[config.mk]
export PLATFORM = sky130hd
export DESIGN_NAME = wasm_frame_stack
export DESIGN_NICKNAME = d
export VERILOG_FILES = /design/src/rtl/wasm_frame_stack.sv
export SDC_FILE = /design/constraint.sdc
export NUM_CORES = 1
export LEC_CHECK = 0
export CAP_MARGIN = 10
export CORE_MARGIN = 2
export CORE_UTILIZATION = 34
export CTS_CLUSTER_SIZE = 20
export DETAILED_ROUTE_END_ITERATION = 6
export SLEW_MARGIN = 20
export SYNTH_ARGS = -nofsm -noshare
export SYNTH_HDL_FRONTEND = slang
export SYNTH_SLANG_ARGS = --single-unit
export TNS_END_PERCENT = 5
[constraint.sdc]
create_clock -name clk -period 7.2 [get_ports clk]
set_input_delay 1.44 -clock clk [delete_from_list [all_inputs] [get_ports clk]]
set_output_delay 1.44 -clock clk [all_outputs]
set_load 0.02 [all_outputs]
[src/rtl/wasm_frame_stack.sv]
// Control-frame stack for the WASM core: push/pop, multi-frame pop for br N,
// atomic replace, peek for label lookup, a RETURN unwind to the nearest call
// frame, and sticky overflow/underflow flags.
//
// state | meaning
// IDLE  | accepting commands; one command per cycle
// SCAN  | RETURN unwind, walking down from the top looking for a call frame
module wasm_frame_stack #(
    parameter int         WIDTH     = 15,
    parameter int         DEPTH     = 16,
    parameter logic [1:0] CALL_TYPE = 2'b01,
    localparam int        CW        = $clog2(DEPTH) + 1
) (
    input  logic             clk,
    input  logic             rst_n,
    input  logic             cmd_valid,
    output logic             cmd_ready,
    input  logic [2:0]       cmd_op,
    input  logic [CW-1:0]    cmd_n,
    input  logic [WIDTH-1:0] push_data,
    input  logic [CW-2:0]    peek_idx,
    output logic [WIDTH-1:0] top_data,
    output logic [WIDTH-1:0] peek_data,
    output logic             peek_valid,
    output logic [CW-1:0]    count,
    output logic             empty,
    output logic             full,
    output logic             left_one,
    output logic             done,
    output logic             err_overflow,
    output logic             err_underflow,
    input  logic             err_clr
);

    localparam int            AW      = CW - 1;
    localparam logic [CW-1:0] ONE     = CW'(1);
    localparam logic [CW-1:0] DEPTH_C = CW'(DEPTH);

    localparam logic [2:0] OP_PUSH    = 3'd1;
    localparam logic [2:0] OP_POP     = 3'd2;
    localparam logic [2:0] OP_POPN    = 3'd3;
    localparam logic [2:0] OP_REPLACE = 3'd4;
    localparam logic [2:0] OP_RETURN  = 3'd5;

    typedef enum logic {IDLE, SCAN} state_t;

    state_t            state, state_nxt;
    logic [WIDTH-1:0]  mem [DEPTH];
    logic [AW-1:0]     scan_idx, scan_nxt;
    logic [CW-1:0]     count_nxt;
    logic              done_nxt;
    logic              set_ovf, set_unf;
    logic              mem_we;
    logic [AW-1:0]     mem_waddr;
    logic [AW-1:0]     top_idx;
    logic [AW-1:0]     peek_pos;
    logic [1:0]        scan_type;
    logic              accept;

    // Index arithmetic is modulo DEPTH: a full stack (count = DEPTH) still
    // maps count-1 onto the last slot.
    assign top_idx    = count[AW-1:0] - AW'(1);
    assign peek_pos   = top_idx - peek_idx;
    assign scan_type  = mem[scan_idx][WIDTH-1:WIDTH-2];

    assign cmd_ready  = (state == IDLE);
    assign accept     = cmd_valid & cmd_ready;
    assign empty      = (count == '0);
    assign full       = (count == DEPTH_C);
    assign left_one   = (count == ONE);
    assign top_data   = empty ? '0 : mem[top_idx];
    assign peek_valid = ({1'b0, peek_idx} < count);
    assign peek_data  = peek_valid ? mem[peek_pos] : '0;

    // Command decode, RETURN scan sequencing and error detection.
    always_comb begin
        state_nxt = state;
        count_nxt = count;
        scan_nxt  = scan_idx;
        done_nxt  = 1'b0;
        set_ovf   = 1'b0;
        set_unf   = 1'b0;
        mem_we    = 1'b0;
        mem_waddr = count[AW-1:0];
        case (state)
            IDLE: begin
                if (accept) begin
                    case (cmd_op)
                        OP_PUSH: begin
                            if (full) begin
                                set_ovf = 1'b1;
                            end else begin
                                mem_we    = 1'b1;
                                mem_waddr = count[AW-1:0];
                                count_nxt = count + ONE;
                            end
                        end
                        OP_POP: begin
                            if (empty) set_unf = 1'b1;
                            else       count_nxt = count - ONE;
                        end
                        OP_POPN: begin
                            // All-or-nothing: an over-long pop leaves the stack intact.
                            if (cmd_n > count) set_unf = 1'b1;
                            else               count_nxt = count - cmd_n;
                        end
                        OP_REPLACE: begin
                            if (empty) begin
                                set_unf = 1'b1;
                            end else begin
                                mem_we    = 1'b1;
                                mem_waddr = top_idx;
                            end
                        end
                        OP_RETURN: begin
                            if (empty) begin
                                set_unf  = 1'b1;
                                done_nxt = 1'b1;
                            end else begin
                                state_nxt = SCAN;
                                scan_nxt  = top_idx;
                            end
                        end
                        default: ;
                    endcase
                end
            end
            SCAN: begin
                if (scan_type == CALL_TYPE) begin
                    // Dropping to scan_idx also pops the call frame itself.
                    count_nxt = {1'b0, scan_idx};
                    done_nxt  = 1'b1;
                    state_nxt = IDLE;
                end else if (scan_idx == '0) begin
                    count_nxt = '0;
                    set_unf   = 1'b1;
                    done_nxt  = 1'b1;
                    state_nxt = IDLE;
                end else begin
                    scan_nxt = scan_idx - AW'(1);
                end
            end
            default: state_nxt = IDLE;
        endcase
    end

    // State, pointer, done pulse and sticky flags; a new error beats err_clr.
    always_ff @(posedge clk or negedge rst_n) begin
        if (!rst_n) begin
            state         <= IDLE;
            count         <= '0;
            scan_idx      <= '0;
            done          <= 1'b0;
            err_overflow  <= 1'b0;
            err_underflow <= 1'b0;
        end else begin
            state    <= state_nxt;
            count    <= count_nxt;
            scan_idx <= scan_nxt;
            done     <= done_nxt;
            if (set_ovf)      err_overflow <= 1'b1;
            else if (err_clr) err_overflow <= 1'b0;
            if (set_unf)      err_underflow <= 1'b1;
            else if (err_clr) err_underflow <= 1'b0;
        end
    end

    // Frame storage; contents survive reset, only the pointer is cleared.
    always_ff @(posedge clk) begin
        if (mem_we) mem[mem_waddr] <= push_data;
    end

endmodule

==> impl_results.md <==
- Status: finished, final reports clean
- Post-route DRC violation count: 0
- Post-synth EDFFs: 240
- CP startpoint: count[0]
- Routability Congestion: 0.815
- CTS tree: yes
- Main synth FF type: edfxtp_1
- Crit Path Category: register to primary output
- Post CTS Setup Buffer Count: 0
- Seq/Total Area, Yosys: 58.4%
- Static Leak: 5.03 nW
- Initial antenna violation count: 0
- Main combinational cell family by area after synthesis: multiplexers
- PortBufs: 73
- 1st-iter DRT viols: 556
- Simple-Gate Fraction of Synth Area: 5.53%
- Flop2flop setup slack: 2.60 ns
- Clock Latency Late Sink: 0.56 ns
- Synth top area cells: edfxtp_1 (56%), mux4_2 (24%), mux2i_1 (2.6%)
- Post-Synth Adder-Cell Area: 1.96%
- Synth Cell Area: 12900 um2
- Min Tclk post-route: 6.49 ns
- Cts hold-fix bufs: 0
- R2R Path End: mem[9][14]
- Crit path DAT: 5.05 ns
- GRT Total Usage: 17.1%
- CP Cell Sequence: inv_1, ha_2, inv_1, ha_1, a21o_1, a21oi_1, xnor2_4, buf_12, mux2i_1, o22ai_1, clkdlybuf4s50_1
- Post-cts resize count: 0
- Hold Vio Cnt, Final: 0
- Area Growth Syn to Fin: 19.3%
- FMAX: 0.154 GHz
- Worst-Margin Slew: 0.889 ns
- Startpoint Class: register
- Distinct cells, synth: 62
- Nets: 866
- Synth area leader: edfxtp_1
- Die height: 199 um
- CP Data Required Time: 5.76 ns
- Most common cell in the netlist: edfxtp_1
- ANT nets after route: 0
- Largest net degree at the start of global routing: 55
- Hold path depth: 1
- Critical-path top delay cell: dfrtp_4
- Core area: 37500 um2
- Synth Instances: 737
- Site Rows: 71
- Starting Density: 34.4%
- Vias/cell: 5.54
- Mapped Nets: 787
- Post-synthesis register bit count: 253
- RSZ-0062 raised after global routing: false
- Setup violators final: 0
- CP Capture Point: peek_data[5]
- Synth cell count leaders: edfxtp_1 (240), mux4_2 (135), mux2i_1 (34), nor2_1 (30), inv_1 (29)
- First-pass GRT wire length: 49600 um
- Setup TNS: 0 ns
- Total gr overflow: 0
- Htree depth: 1
- Reg2reg start: count[0]
- Critical path's most frequent cell: inv_1
- CP max stage delay: 0.86 ns
- Mux cell area share after synthesis: 26.4%
- Relative max-transition margin: 40.7%
- Via count: 7464
- Hold Crit Class: register to register
- Filler cells: 3396
- Post-synth top area share: 55.9%
- Worst VDD drop: 0.000223 V
- Final WL: 33100 um
- Final hold slack: 0.516 ns
- CTS sink cnt: 253
- Worst setup EP type: primary output
- Vias in the first global route: 7631
- Num CTS Buffers: 27
- Pwr/cell area: 450 nW/um2
- Crit path max fanout: 36
- Async SR Flop Fraction: 5.14%
- Final design area excluding fillers: 15400 um2
- Share of post-route cells with drive strength above 1: 28.7%
- Post-Synth XOR/XNOR Area: 1.01%
- Period utilisation layout: 90.1%
- Compound-Gate Fraction of Synth Area: 3.95%
- DRT Pass-1 Iters: 5
- Max cap viols: 0
- Clock transition at path regs: 0.06 ns
- Clk buf depth: 3
- Die width: 199 um
- Fin. max-slew vios: 0
- DR WL/cell: 24.6 um
- Die area: 39500 um2
- Worst Skew: 0.0256 ns
- CTS root buf: clkbuf_16
- Post-DP Area: 14400 um2
- Synth warn: 0
- # IOs: 74
- Dpl hpwl: 20300 um
- Mapped Avg Cell Area: 17.5 um2
- Reg2reg path depth: 11
[cell type report]
class	instances	area, um2	area share (%)
sequential	253	7540	49.0
clock inverter	22	297	1.93
timing repair buffer	101	998	6.49
inverter	29	109	0.708
antenna	1	2.50	0.0163
tap	511	639	4.16
clock buffer	27	676	4.39
multi-input combinational	404	5130	33.3
[sequential cells by signal (all words and copies together), names as in the netlist]
signal and count:
done 1, err_overflow 1, state 1, scan_idx 4, mem 240, err_underflow 1
count 5
[kinds of logic after synthesis]
family,Yosys count
flops,253
mux,171
simple gates,129
buf+inv,80
compound gates,74
fa+ha+maj,19
xor+xnor,11
[worst min path at each step]
stage | from | to | slack (ns)
final | err_overflow | err_overflow | 0.52
after global routing | err_overflow | err_overflow | 0.55
after CTS | err_overflow | err_overflow | 0.52
after detailed placement | err_overflow | err_overflow | 0.50
after global placement | err_overflow | err_overflow | 0.49
after floorplan | scan_idx[2] | count[2] | 0.61
[routing by layer]
| layer | vias up | wire length, um | track usage, % |
|---|---|---|---|
| met5 | - | 0 | 0 |
| met4 | 0 | 578 | 3.57 |
| met3 | 38 | 2340 | 3.61 |
| met2 | 262 | 15900 | 28.2 |
| met1 | 3923 | 14300 | 23.5 |
| li1 | 3241 | - | - |
[cells in the final DEF, fill, tap and decap left out, drive strengths merged, types with 10 or more instances in the layout]
cell type	synthesis	layout
a21oi	11	11
buf	26	28
clkbuf	25	27
clkdlybuf4s50	0	73
dfrtp	13	13
edfxtp	240	240
ha	17	17
inv	29	31
mux2i	34	34
mux4	135	135
nand2	22	22
nand2b	10	10
nor2	30	30
nor2b	18	18
nor3	11	11
o21ai	14	14
o22ai	15	15
[worst max-delay path: cells and delay by family (launching register included)]
family | cells | cell delay [ns]
XOR/XNOR | 1 | 0.33
adder cells (fa/ha/maj) | 2 | 0.92
flip-flops | 1 | 0.86
buffers and inverters | 4 | 1.46
AO/OA/AOI/OAI | 3 | 0.79
multiplexers | 1 | 0.10
[power breakdown]
group | switching (W) | internal [W] | leakage, nW
Combinational | 0.00186 | 0.00178 | 2.26
Sequential | 0.000118 | 0.00166 | 2.31
Clock | 0.000594 | 0.000908 | 0.460
Total | 0.00257 | 0.00435 | 5.03
[stage by stage]
step,util [%],std cells,power (W),worst slack [ns]
CTS,40.9,1346,0.00699,0.572
floorplan,-,737,0.00418,1.73
detailed placement,38.3,1297,0.00548,0.924
finish,41.0,1348,0.00693,0.710
global placement,38.3,1297,0.00548,0.903
global route,41.0,1347,0.00726,0.441
Power figures use the tool's default switching activity.
